$ cat src/rtl/voice_mixer_if.sv
// Voice mixer bus: per-voice samples and note-on flags in, mixed sample out on valid/ready.
// The master side is the synth core plus output serializer; the slave side is the mixer.
interface voice_mixer_if #(
   parameter int AUDIO_WIDTH = 32,
   parameter int NUM_VOICES  = 8,
   parameter int OUT_WIDTH   = 24,
   parameter int GAIN_BITS   = 8
);
   logic [NUM_VOICES*AUDIO_WIDTH-1:0] voice_in;
   logic [NUM_VOICES-1:0]             ons_in;
   logic                              sample_valid;
   logic [OUT_WIDTH-1:0]              out_sample;
   logic                              out_valid;
   logic                              out_ready;
   logic                              overrun;
   logic [NUM_VOICES*GAIN_BITS-1:0]   gains_out;

   modport master (
      output voice_in, ons_in, sample_valid, out_ready,
      input  out_sample, out_valid, overrun, gains_out
   );

   modport slave (
      input  voice_in, ons_in, sample_valid, out_ready,
      output out_sample, out_valid, overrun, gains_out
   );
endinterface

$ cat src/rtl/voice_mixer.sv
// Ramped-gain voice mixer: snapshots all voices, MACs one voice per cycle, saturates to OUT_WIDTH.
// out_valid rises NUM_VOICES+2 cycles after an accepted sample_valid; holds until out_ready, busy pulses drop with overrun.
module voice_mixer #(
   parameter int AUDIO_WIDTH = 32,
   parameter int NUM_VOICES  = 8,
   parameter int OUT_WIDTH   = 24,
   parameter int GAIN_BITS   = 8,
   parameter int RAMP_STEP   = 4,
   parameter int MIX_SHIFT   = 11
) (
   input  logic          clk,
   input  logic          rst,
   voice_mixer_if.slave  bus
);
   localparam int IDX_W  = $clog2(NUM_VOICES);
   localparam int ACC_W  = AUDIO_WIDTH + IDX_W + 1;
   localparam int PROD_W = AUDIO_WIDTH + GAIN_BITS + 1;
   localparam logic [GAIN_BITS:0] STEP = (GAIN_BITS+1)'(RAMP_STEP);
   localparam logic [GAIN_BITS:0] GMAX = {1'b0, {GAIN_BITS{1'b1}}};
   localparam logic signed [ACC_W-1:0] SAT_MAX = ACC_W'((64'sd1 <<< (OUT_WIDTH-1)) - 64'sd1);
   localparam logic signed [ACC_W-1:0] SAT_MIN = ACC_W'(-(64'sd1 <<< (OUT_WIDTH-1)));

   typedef enum logic [1:0] {IDLE, ACCUM, SCALE, OUT} state_t;
   state_t state_q, state_d;

   logic [NUM_VOICES*AUDIO_WIDTH-1:0] snap_voice;
   logic [NUM_VOICES-1:0]             snap_on;
   logic signed [ACC_W-1:0]           acc;
   logic [IDX_W-1:0]                  idx;
   logic [GAIN_BITS-1:0]              gain [NUM_VOICES];
   logic [OUT_WIDTH-1:0]              out_sample_q;
   logic                              out_valid_q;
   logic                              overrun_q;

   logic                              last_voice;
   logic                              transfer;
   logic signed [AUDIO_WIDTH-1:0]     cur_voice;
   logic [GAIN_BITS-1:0]              cur_gain;
   logic                              cur_on;
   logic signed [PROD_W-1:0]          product;
   logic signed [ACC_W-1:0]           product_ext;
   logic [GAIN_BITS:0]                gain_up;
   logic [GAIN_BITS-1:0]              gain_next;
   logic signed [ACC_W-1:0]           scaled;
   logic [OUT_WIDTH-1:0]              sat_sample;

   assign last_voice = (idx == IDX_W'(NUM_VOICES-1));
   assign transfer   = out_valid_q && bus.out_ready;

   always_ff @(posedge clk or negedge rst) begin
      if (!rst) state_q <= IDLE;
      else      state_q <= state_d;
   end

   always_comb begin
      state_d = state_q;
      case (state_q)
         IDLE:    if (bus.sample_valid) state_d = ACCUM;
         ACCUM:   if (last_voice)       state_d = SCALE;
         SCALE:                         state_d = OUT;
         OUT:     if (transfer)         state_d = IDLE;
         default:                       state_d = IDLE;
      endcase
   end

   // Gain is used before it is stepped, so a freshly keyed voice contributes nothing on its first sample.
   always_comb begin
      cur_voice   = snap_voice[idx*AUDIO_WIDTH +: AUDIO_WIDTH];
      cur_gain    = gain[idx];
      cur_on      = snap_on[idx];
      product     = cur_voice * $signed({1'b0, cur_gain});
      product_ext = ACC_W'(product >>> GAIN_BITS);
      gain_up     = {1'b0, cur_gain} + STEP;
      if (cur_on)
         gain_next = (gain_up > GMAX) ? GMAX[GAIN_BITS-1:0] : gain_up[GAIN_BITS-1:0];
      else
         gain_next = ({1'b0, cur_gain} < STEP) ? '0 : cur_gain - STEP[GAIN_BITS-1:0];
      scaled = acc >>> MIX_SHIFT;
      if (scaled > SAT_MAX)
         sat_sample = SAT_MAX[OUT_WIDTH-1:0];
      else if (scaled < SAT_MIN)
         sat_sample = SAT_MIN[OUT_WIDTH-1:0];
      else
         sat_sample = scaled[OUT_WIDTH-1:0];
   end

   always_ff @(posedge clk or negedge rst) begin
      if (!rst) begin
         snap_voice   <= '0;
         snap_on      <= '0;
         acc          <= '0;
         idx          <= '0;
         out_sample_q <= '0;
         out_valid_q  <= 1'b0;
         overrun_q    <= 1'b0;
         for (int i = 0; i < NUM_VOICES; i++) gain[i] <= '0;
      end else begin
         // Any pulse outside IDLE is dropped, including one coinciding with the output transfer.
         overrun_q <= bus.sample_valid && (state_q != IDLE);
         case (state_q)
            IDLE: begin
               if (bus.sample_valid) begin
                  snap_voice <= bus.voice_in;
                  snap_on    <= bus.ons_in;
                  acc        <= '0;
                  idx        <= '0;
               end
            end
            ACCUM: begin
               acc       <= acc + product_ext;
               gain[idx] <= gain_next;
               idx       <= idx + 1'b1;
            end
            SCALE: begin
               out_sample_q <= sat_sample;
               out_valid_q  <= 1'b1;
            end
            OUT: begin
               if (transfer) out_valid_q <= 1'b0;
            end
            default: ;
         endcase
      end
   end

   always_comb begin
      bus.gains_out = '0;
      for (int i = 0; i < NUM_VOICES; i++)
         bus.gains_out[i*GAIN_BITS +: GAIN_BITS] = gain[i];
   end

   assign bus.out_sample = out_sample_q;
   assign bus.out_valid  = out_valid_q;
   assign bus.overrun    = overrun_q;
endmodule

$ cat src/flat_wrapper.sv
// flat-port wrapper written by rule: the top's interface ports become plain ports
module voice_mixer_flat 
#(
   parameter int AUDIO_WIDTH = 32,
   parameter int NUM_VOICES  = 8,
   parameter int OUT_WIDTH   = 24,
   parameter int GAIN_BITS   = 8,
   parameter int RAMP_STEP   = 4,
   parameter int MIX_SHIFT   = 11
)
  (clk, rst, bus_voice_in, bus_ons_in, bus_sample_valid, bus_out_ready, bus_out_sample, bus_out_valid, bus_overrun, bus_gains_out);
  voice_mixer_if #(.AUDIO_WIDTH(AUDIO_WIDTH), .NUM_VOICES(NUM_VOICES), .OUT_WIDTH(OUT_WIDTH), .GAIN_BITS(GAIN_BITS)) bus_i ();
  input  logic clk;
  input  logic rst;
  input wire logic [$bits(bus_i.voice_in)-1:0] bus_voice_in;
  input wire logic [$bits(bus_i.ons_in)-1:0] bus_ons_in;
  input wire logic [$bits(bus_i.sample_valid)-1:0] bus_sample_valid;
  input wire logic [$bits(bus_i.out_ready)-1:0] bus_out_ready;
  output wire logic [$bits(bus_i.out_sample)-1:0] bus_out_sample;
  output wire logic [$bits(bus_i.out_valid)-1:0] bus_out_valid;
  output wire logic [$bits(bus_i.overrun)-1:0] bus_overrun;
  output wire logic [$bits(bus_i.gains_out)-1:0] bus_gains_out;
  assign bus_i.voice_in = bus_voice_in;
  assign bus_i.ons_in = bus_ons_in;
  assign bus_i.sample_valid = bus_sample_valid;
  assign bus_i.out_ready = bus_out_ready;
  assign bus_out_sample = bus_i.out_sample;
  assign bus_out_valid = bus_i.out_valid;
  assign bus_overrun = bus_i.overrun;
  assign bus_gains_out = bus_i.gains_out;
  voice_mixer #(.AUDIO_WIDTH(AUDIO_WIDTH), .NUM_VOICES(NUM_VOICES), .OUT_WIDTH(OUT_WIDTH), .GAIN_BITS(GAIN_BITS), .RAMP_STEP(RAMP_STEP), .MIX_SHIFT(MIX_SHIFT)) u_core (.clk(clk), .rst(rst), .bus(bus_i));
endmodule
$ cat config.mk
export PLATFORM = sky130hd
export DESIGN_NAME = voice_mixer_flat
export DESIGN_NICKNAME = d
export VERILOG_FILES = /design/src/rtl/voice_mixer_if.sv /design/src/rtl/voice_mixer.sv /design/src/flat_wrapper.sv
export SDC_FILE = /design/constraint.sdc
export NUM_CORES = 1
export LEC_CHECK = 0
export BUFFER_PORTS_ARGS = -buffer_cell sky130_fd_sc_hd__buf_4
export CAP_MARGIN = 20
export CORE_ASPECT_RATIO = 1.4
export CORE_MARGIN = 1
export CORE_UTILIZATION = 30
export CTS_BUF_LIST = sky130_fd_sc_hd__clkbuf_8
export DETAILED_ROUTE_END_ITERATION = 6
export PLACE_DENSITY_LB_ADDON = 0.3
export SETUP_SLACK_MARGIN = 0.05
export SKIP_LAST_GASP = 1
export SLEW_MARGIN = 25
export SYNTH_ARGS = -nofsm -noshare
export SYNTH_HDL_FRONTEND = slang
export SYNTH_SLANG_ARGS = --single-unit
export TNS_END_PERCENT = 30
$ cat constraint.sdc
create_clock -name clk -period 10.65 [get_ports clk]
set_input_delay 0.5325 -clock clk [delete_from_list [all_inputs] [get_ports clk]]
set_output_delay 0.5325 -clock clk [all_outputs]
set_load 0.02 [all_outputs]
==> impl_metrics.py <==
metrics = {
    "clock_tree": {
        "cts.sinks": 395,
        "cts_resized": 0,
        "cts_buffers": 71,
        "clk_pin_slew_ps": 60,
        "htreeDepth": 3,
        "root_buffer": "clkbuf_8",
        "cts_buffer_depth": 3,
        "cts_tree": "built",
        "clock_latency_ps": 690,
    },
    "sta": {
        "hold_violations": 0,
        "fin_crit_ps": 9567,
        "fin_skew_ps": 45.91,
        "timing.slew.headroom": 0.3795,
        "period_share": 0.8983,
        "max_freq_mhz": 104.5,
        "rsz0062_at_grt": "false",
        "setup-violations-final": 0,
        "tightest_slew_ps": 922.8,
        "setup_tns_ps": 0,
        "drv_slew": 0,
    },
    "drt": {
        "routed_wl_um": 75780,
        "wl_per_cell_um": 18.62,
        "drt_iter0_markers": 777,
        "vias": 19200,
        "vias_per_cell": 4.718,
        "postRouteAntennaNets": 0,
        "drc": 0,
        "drtPass1Iterations": 5,
    },
    "grt": {
        "grt_pass1_vias": 20910,
        "antenna_found_initial": 7,
        "grt_max_degree": 150,
        "met3_usage": 0.04611,
        "busiest_layer": "met2",
        "overflow": 0,
        "grt_util_met2": 0.2785,
        "grtUsageMet1": 0.2025,
        "grt_pass1_wl_um": 119700,
        "grtUsageTotal": 0.1662,
    },
    "worst_setup_path": {
        "timing.critical_path.fanout_max": 23,
        "regToRegSetupSlack_ps": 1080,
        "cp_data_arrival_time_ps": 10170,
        "slowest_stage": "dfrtp_4",
        "critical_path_class": "register to register",
        "start_kind": "register",
        "path_common_cell": "fa_1",
        "end_kind": "register",
        "critPathRequiredTime_ps": 11250,
        "cpPeakStageDelay_ps": 780,
    },
    "status": {
        "status": "completed",
    },
    "floorplanning": {
        "io_pins": 358,
        "dieWidth_um": 257.2,
        "die_h_um": 359.3,
        "coreArea_mm2": 0.08995,
        "rows": 130,
        "dieArea_mm2": 0.09241,
        "start_util": 0.3041,
    },
    "synthesis": {
        "synth_seq_cells": 395,
        "async_reset_ff_frac": 1.000,
        "yosys_warnings": 0,
        "synthSimpleGateAreaFrac": 0.07817,
        "netlist_area_mm2": 0.02735,
        "synthXorXnorAreaFrac": 0.02017,
        "synth_ff_type": "dfrtp_1",
        "post_synth_num_cell_types": 74,
        "yosys.area_share.adder": 0.2024,
        "synth.avg_cell_area_um2": 11.07,
        "muxShareOfSynthArea": 0.1953,
        "synth_nets": 3060,
        "synth_top_family_by_area": "adder cells",
        "synth_compound_area_frac": 0.08211,
        "syn_inst": 2470,
        "synth_edf_count": 0,
        "synth-seq-area-share": 0.3614,
    },
    "final_layout": {
        "area_growth_pct": 20.53,
        "regArea_mm2": 0.009896,
        "fillCellCount": 8895,
        "instances_no_fill": 4070,
        "layout.nets": 3416,
        "drive_above_1_share": 0.3037,
        "multi_input_area_mm2": 0.01588,
    },
    "placement": {
        "place_congestion": 0.8390,
        "dp_cells": 3940,
        "portBuffers": 357,
        "dp_hpwl_um": 57960,
    },
    "job": {
        "max-cap-violations": 0,
    },
    "min_path": {
        "hp-class": "input port to register",
    },
}
-- cells in the final DEF (no fill, tap or decap), drive strengths merged, types with 6 or more instances in the layout --
master,count
dfrtp,395
buf,392
inv,356
mux2,278
nand2,231
fa,198
nor2,173
o21ai,146
ha,124
clkbuf,83
mux4,82
a21oi,56
a21o,46
xnor2,36
mux2i,35
xor2,27
o211ai,26
nand3,22
nor2b,17
nand2b,12
nor3,11
and3,8
o21a,8
o21bai,8
a31oi,7
a211oi,7
nand4,6
-- state kept, by name, indices dropped and copies added (netlist names) --
register	count
u_core.bus.out_valid	1
u_core.state_q	2
u_core.bus.out_sample	24
u_core.bus.overrun	1
u_core.bus.gains_out	64
u_core.idx	3
u_core.snap_voice	256
u_core.snap_on	8
u_core.acc	36
-- synthesized netlist by cell type (all sizes together), types with 4 or more instances --
cell    instances  area share
o21ai         146       0.027
nor2b          17      0.0039
nand2         231       0.032
a22o            5      0.0016
o21a            8      0.0022
and3            8      0.0018
xor2           27      0.0086
a21o           46       0.013
and4            4      0.0013
clkbuf         87       0.012
xnor2          36       0.012
a21oi          56       0.010
mux2          278        0.11
ha            124       0.057
mux2i          35       0.013
nor3           11      0.0022
a41oi           4      0.0016
or2             5      0.0011
mux4           82       0.068
a211oi          7      0.0021
nor2          173       0.024
fa            198        0.14
inv           325       0.045
nand2b         12      0.0027
o21bai          8      0.0022
o211ai         26      0.0071
a21boi          4      0.0011
buf            23      0.0040
nand4           6      0.0014
nand3          22      0.0040
o31ai           5      0.0019
a31oi           7      0.0016
dfrtp         395        0.36
and2            5      0.0011
-- layer usage --
layer  part of all wire  up-vias
met2               0.49      442
met5            0.00063        -
met1               0.42     9594
met3              0.062      122
met4              0.028        6
li1                   -     9039
-- repair_timing --
action | in CTS | in global routing
endpoints found under the hold margin | 109 | 0
hold buffers | 1 | 0
setup buffers | 0 | 0
-- final timing paths --
path                               start                     end  cells after the start
max                        u_core.idx[0]          u_core.acc[35]                     35
min                        bus_out_ready    u_core.bus.out_valid                      2
max reg2reg                u_core.idx[0]          u_core.acc[35]                     35
min reg2reg                u_core.acc[3]           u_core.acc[3]                      2
max in group asynchronous            rst  u_core.snap_voice[153]                      4
min in group asynchronous            rst  u_core.snap_voice[224]                      2
-- worst max-delay path, delay by kind of cell (launching register included) --
| family | cells | cell delay (ps) |
|---|---|---|
| simple gates | 8 | 1610 |
| flops | 1 | 780 |
| compound gates | 12 | 2050 |
| buf+inv | 5 | 920 |
| fa+ha+maj | 6 | 2770 |
| xor+xnor | 2 | 370 |
| mux | 2 | 980 |
-- per-stage QoR --
| step | setup slack, ps | utilization | hold WS, ps | instance area [um^2] |
|---|---|---|---|---|
| finish | 1083 | 0.3665 | 81.18 | 32970 |
| CTS | 997.2 | 0.3663 | 9.931 | 32950 |
| global placement | 1117 | 0.3499 | 471.6 | 31470 |
| detailed placement | 998.3 | 0.3499 | 477.8 | 31470 |
| global route | 456.4 | 0.3665 | 24.01 | 32970 |
| floorplan | 1609 | - | 236.9 | 27350 |
-- area by class of cell --
| cell class | instances | share of cell area |
|---|---|---|
| multi-input cells | 1640 | 0.4817 |
| flip-flops and latches | 395 | 0.3002 |
| repair buffers | 393 | 0.09116 |
| well taps | 1188 | 0.04509 |
| inverters | 325 | 0.03700 |
| clock buffers | 83 | 0.03465 |
| clock inverters | 42 | 0.009981 |
| diodes | 4 | 0.0003036 |
-- logic make-up (layout without fill, tap and decap cells) --
group | after synthesis | count (layout)
AOI/OAI and AO/OA | 353 | 353
other | 0 | 4
muxes | 395 | 395
and+or+nand+nor | 505 | 505
adders and majority gates | 324 | 324
buffers and inverters | 435 | 843
xor gates and xnor gates | 63 | 63
DFF | 395 | 395
Power is not shown: default switching activity piles up to over one toggle a cycle in this logic, so the estimate is an artifact.
